[src/rtl/pipe_pkg.sv]
// Shared types and constants for the pipeline stage registers.
// The control-bit layout is common to every stage register in the pipeline.
package pipe_pkg;

  typedef enum logic [1:0] {
    EMPTY = 2'd0,
    ONE   = 2'd1,
    FULL  = 2'd2
  } stage_state_e;

  localparam logic [1:0] OCC_EMPTY = 2'd0;
  localparam logic [1:0] OCC_ONE   = 2'd1;
  localparam logic [1:0] OCC_FULL  = 2'd2;

  localparam int DATA_W_DEF = 101;
  localparam int CTRL_W_DEF = 7;

  localparam int CTRL_PCSRC    = 0;
  localparam int CTRL_JTOPC    = 1;
  localparam int CTRL_REGWRITE = 2;
  localparam int CTRL_MEMWRITE = 3;
  localparam int CTRL_MEMREAD  = 4;
  localparam int CTRL_MEMTOREG = 5;
  localparam int CTRL_SPARE    = 6;

  function automatic logic [1:0] occ_of(input stage_state_e s);
    case (s)
      EMPTY:   return OCC_EMPTY;
      ONE:     return OCC_ONE;
      default: return OCC_FULL;
    endcase
  endfunction

endpackage

[src/rtl/pipe_sat_counter.sv]
// Saturating event counter; holds at all-ones instead of wrapping.
// Also used for the pipeline stall counters.
module pipe_sat_counter #(
  parameter int W = 16
) (
  input  logic         CLK,
  input  logic         clr,
  input  logic         inc,
  output logic [W-1:0] count
);

  always_ff @(negedge CLK) begin
    if (clr) begin
      count <= '0;
    end else if (inc && (count != {W{1'b1}})) begin
      count <= count + W'(1);
    end
  end

endmodule

[src/rtl/pipe_stage_buf.sv]
// Handshaked pipeline stage register with optional two-entry skid buffer,
// flush-to-bubble and a saturating count of flushes that discarded live beats.
//
// state | meaning
// EMPTY | no beat held, out_valid low
// ONE   | main register holds the head beat
// FULL  | main holds head, skid holds the next beat; in_ready low (SKID = 1 only)
module pipe_stage_buf
  import pipe_pkg::*;
#(
  parameter int DATA_W = DATA_W_DEF,
  parameter int CTRL_W = CTRL_W_DEF,
  parameter int SKID   = 1,
  parameter int CNT_W  = 16
) (
  input  logic              CLK,
  input  logic              RST,
  input  logic              FLUSH,
  input  logic              in_valid,
  output logic              in_ready,
  input  logic [DATA_W-1:0] in_data,
  input  logic [CTRL_W-1:0] in_ctrl,
  output logic              out_valid,
  input  logic              out_ready,
  output logic [DATA_W-1:0] out_data,
  output logic [CTRL_W-1:0] out_ctrl,
  output logic [1:0]        occupancy,
  output logic [CNT_W-1:0]  flush_cnt
);

  stage_state_e      state;
  logic [DATA_W-1:0] main_data;
  logic [DATA_W-1:0] skid_data;
  logic [CTRL_W-1:0] main_ctrl;
  logic [CTRL_W-1:0] skid_ctrl;
  logic              in_ready_r;
  logic              push;
  logic              pop;
  logic              flush_hit;

  assign out_valid = (state != EMPTY);
  // With a skid entry, ready comes straight from a flop; without one it must
  // look at the downstream ready to keep full throughput.
  assign in_ready  = (SKID != 0) ? in_ready_r : (!out_valid || out_ready);
  assign push      = in_valid && in_ready;
  assign pop       = out_valid && out_ready;
  assign out_data  = main_data;
  assign out_ctrl  = main_ctrl;
  assign occupancy = occ_of(state);
  assign flush_hit = FLUSH && (state != EMPTY);

  always_ff @(negedge CLK) begin
    if (RST) begin
      state      <= EMPTY;
      main_data  <= '0;
      main_ctrl  <= '0;
      skid_data  <= '0;
      skid_ctrl  <= '0;
      in_ready_r <= 1'b1;
    end else if (FLUSH) begin
      // Data is left in place; cleared control bits make the entries bubbles.
      state      <= EMPTY;
      main_ctrl  <= '0;
      skid_ctrl  <= '0;
      in_ready_r <= 1'b1;
    end else begin
      unique case (state)
        EMPTY: begin
          if (push) begin
            main_data <= in_data;
            main_ctrl <= in_ctrl;
            state     <= ONE;
          end
        end
        ONE: begin
          if (push && pop) begin
            main_data <= in_data;
            main_ctrl <= in_ctrl;
          end else if (push) begin
            if (SKID != 0) begin
              skid_data  <= in_data;
              skid_ctrl  <= in_ctrl;
              state      <= FULL;
              in_ready_r <= 1'b0;
            end
          end else if (pop) begin
            main_ctrl <= '0;
            state     <= EMPTY;
          end
        end
        FULL: begin
          if (pop) begin
            main_data  <= skid_data;
            main_ctrl  <= skid_ctrl;
            skid_ctrl  <= '0;
            state      <= ONE;
            in_ready_r <= 1'b1;
          end
        end
        default: begin
          state      <= EMPTY;
          main_ctrl  <= '0;
          skid_ctrl  <= '0;
          in_ready_r <= 1'b1;
        end
      endcase
    end
  end

  pipe_sat_counter #(
    .W (CNT_W)
  ) u_flush_cnt (
    .CLK   (CLK),
    .clr   (RST),
    .inc   (flush_hit),
    .count (flush_cnt)
  );

endmodule

[config.mk]
export PLATFORM = sky130hd
export DESIGN_NAME = pipe_stage_buf
export DESIGN_NICKNAME = d
export VERILOG_FILES = /design/src/rtl/pipe_pkg.sv /design/src/rtl/pipe_sat_counter.sv /design/src/rtl/pipe_stage_buf.sv
export SDC_FILE = /design/constraint.sdc
export NUM_CORES = 1
export LEC_CHECK = 0
export ABC_CLOCK_PERIOD_IN_PS = 1650
export BUFFER_PORTS_ARGS = -buffer_cell sky130_fd_sc_hd__buf_2
export CAP_MARGIN = 40
export CORE_MARGIN = 1
export CORE_UTILIZATION = 35
export DETAILED_ROUTE_END_ITERATION = 16
export GPL_TIMING_DRIVEN = 1
export PLACE_DENSITY = 0.59
export SLEW_MARGIN = 20
export SYNTH_ARGS = -nofsm -noshare
export SYNTH_HDL_FRONTEND = slang
export SYNTH_SLANG_ARGS = --single-unit
[constraint.sdc]
create_clock -name CLK -period 1.65 [get_ports CLK]
set_clock_uncertainty 0.1 [all_clocks]
set_input_delay 0.0825 -clock CLK [delete_from_list [all_inputs] [get_ports CLK]]
set_output_delay 0.0825 -clock CLK [all_outputs]
set_load 0.1 [all_outputs]
==> metrics <==
WP data arrival=between 2000 and 2500 ps; Largest delay share family, worst path=flip-flops; Mapped Nets=1336; WL/cell=between 15 and 20 um; insertion delay to the later sink of the worst-skew pair=just over 600 ps; nets@finish=slightly below 2k; Critical Path Sink Type=output pin; cell count after synthesis=~1.2k; die width=~170 um; wire length on met2=roughly 22 mm; DR WL met3=3.50 mm; worst-path cell chain=or2_4 > buf_12; endpoints failing hold=0; die area=between 0.03 and 0.04 mm2; fin area=0.0205 mm2; top cells by area, synth=dfxtp_1, mux2i_1, a21oi_1; Area Growth Syn to Fin=100%; failing checks=setup timing; Hold Path Stages=2; Reg clk slew, reported paths=approximately 40 ps; CP startpoint=state[0]; Root Buffer=clkbuf_16; setup ws final=-730 ps; maximum vdd drop=0.000819 V; CTS Sinks=235; mapped cell area=between 0.01 and 0.015 mm2; RSZ-0062 raised after global routing=true; final non-filler cell total=between 2k and 2.5k; #FFs+latches synth=~240; placed insts=~1.8k; Finished Core Util=0.714; Yosys top cell by area=dfxtp_1; Max stage delay on crit path=350 ps; Critical Path Stages=2; Remaining DRCs=0; DIE HEIGHT=approximately 170 um; crit-path max FO=4; DR pass1 iterations=5; GR Overflow Total=0; GPL Wtd Cong=0.844; Met1 Wirelength=approximately 18 mm; EDFF count, synth=0; All-Layer GR Usage=0.244; CTS Buf Count=28; Clock Tree Buf Depth=3; post-synth top area share=0.458; Critical Path Start Type=flip-flop; Hold Crit Start=skid_data[24]; Reg-to-Reg Start=state[1]; Synth Area per Inst=8.40 um2; R2R depth=12; largest net degree at the start of global routing=82; post-DP HPWL=about 20 mm; H-tree depth=1; synth cell count leaders=dfxtp_1, nand2_1, a21oi_1, mux2i_1, nand3_1; Max Cap Viol=0; CP max stage cell=dfxtp_4; drt total wl=45.4 mm; status=finished with violations; Setup-failing EPs final=roughly 360; layout cell share with drive strength beyond 1=0.499; Post-CTS Hold Buffers=0; vias in the first global route=11.6k; Post-DP Area=roughly 0.015 mm2; Hold/Removal Path Class=flip-flop to flip-flop; Static Leak=approximately 9.5 nW; highest routed layer=met5; Worst slew margin=0.640; most frequent cell after synthesis=dfxtp_1; Final Max Tran Viols=0; critical path class=flip-flop to output pin; Boundary Pins=~240; first-pass GRT wire length=just under 60 mm; CTS tree=built; row count=62; Vias/cell=around 5.4; via count=around 12k; PwrDens=a little over 900 mW/mm2; fraction of registers with async set/reset=0; 1st-iter DRT viols=981; Ys Warns=0; core area=0.0288 mm2; initial antenna violation count=7; Main synth FF type=dfxtp_1; # port buffers=240; Synth cell types=49; Final ANT Viol Nets=0; Initial Util=0.357; post-synthesis sequential area ratio=0.458; buffers and inverters on the worst path=1; Crit path required time=1470 ps; actual slew at the worst max-slew pin=between 500 and 600 ps
## flip-flops by register name, summed over array words and instances, names as in the netlist
signal and count:
in_ready 1, skid_data 101, u_flush_cnt.count 16, skid_ctrl 7, out_ctrl 7, state 2
out_data 101
## through the flow
stage | worst slack, ps | setup TNS [ps] | power [W] | hold WS (ps)
finish | -730 | -130980 | 0.0188 | 344
global route | -782 | -151710 | 0.0198 | 359
CTS | -732 | -116920 | 0.0184 | 350
detailed placement | -672 | -142890 | 0.0101 | 346
global placement | -666 | -141920 | 0.0101 | 340
floorplan | -647 | -137470 | 0.00891 | 336
## metal layers
layer / up-vias / track usage
met2: 599 / 0.396
met5: - / 0
li1: 5637 / -
met3: 141 / 0.0842
met1: 5958 / 0.292
met4: 4 / 0.107
## logic make-up (layout without fill, tap and decap cells)
family | Yosys count | after routing | synth area share
simple gates | 398 | 398 | 0.174
other cells | 0 | 5 | 0
buf+inv | 125 | 797 | 0.0519
flops | 235 | 235 | 0.458
compound gates | 354 | 354 | 0.209
mux | 109 | 109 | 0.106
fa+ha+maj | 1 | 1 | 0.00122
## worst paths after layout
path / end / slack, ps
max reg2reg: out_data[42] / -600
min reg2reg: skid_data[24] / 340
max: out_valid / -730
min: skid_data[24] / 340
## cells in the final DEF, fill, tap and decap left out, types with 4 or more instances in the layout
cell,synthesis,routed
buf_6,0,41
nand3_4,0,23
nand4_1,5,5
clkinvlp_2,0,6
nor3_1,8,4
buf_4,1,123
nor3_2,0,4
inv_4,0,4
inv_1,8,247
buf_12,0,172
nand3_1,107,31
a21oi_2,0,127
a21o_1,101,101
nand2_2,0,26
nand2_1,213,186
nor4_4,0,6
a221o_1,7,7
a22oi_1,7,7
dfxtp_2,0,63
a31oi_1,7,6
nor2_1,21,20
or3_1,6,4
buf_2,46,109
buf_8,0,16
dfxtp_1,235,108
diode_2,0,5
a21oi_1,209,82
buf_16,0,33
dfxtp_4,0,64
mux2i_1,109,109
and2_1,8,7
nand3_2,1,54
clkbuf_16,0,40
## worst reg2reg max path, delay by kind of cell (launching register included)
family,cells,cell delay [ps]
AND/OR/NAND/NOR,1,280
flip-flops,1,340
buffers and inverters,8,1010
AO/OA/AOI/OAI,3,450
## power breakdown
group,total [W],switching (W),internal (W),leakage (nW)
sequential,0.00610,0.000217,0.00589,1.98
combinational,0.00404,0.00235,0.00169,5.78
clock,0.00865,0.00423,0.00442,1.71
total,0.0188,0.00680,0.0120,9.47
## repair_timing
item | CTS | global route
buffers inserted | 64 | 70
hold endpoints to repair | 0 | 0
pin swaps | 56 | 302
endpoints found under the setup margin | 346 | 361
cloned | 39 | 16
gates resized for setup | 203 | 374
## cell type report
type	count	area [um2]
Antenna cell	5	12.5
Clock buffer	29	726
Clock inverter	256	1070
Fill cell	1935	8240
Inverter	7	30.0
Multi-Input combinational cell	862	6400
Sequential cell	235	5020
Tap cell	384	480
Timing Repair Buffer	505	6800
Power figures use the tool's default switching activity.
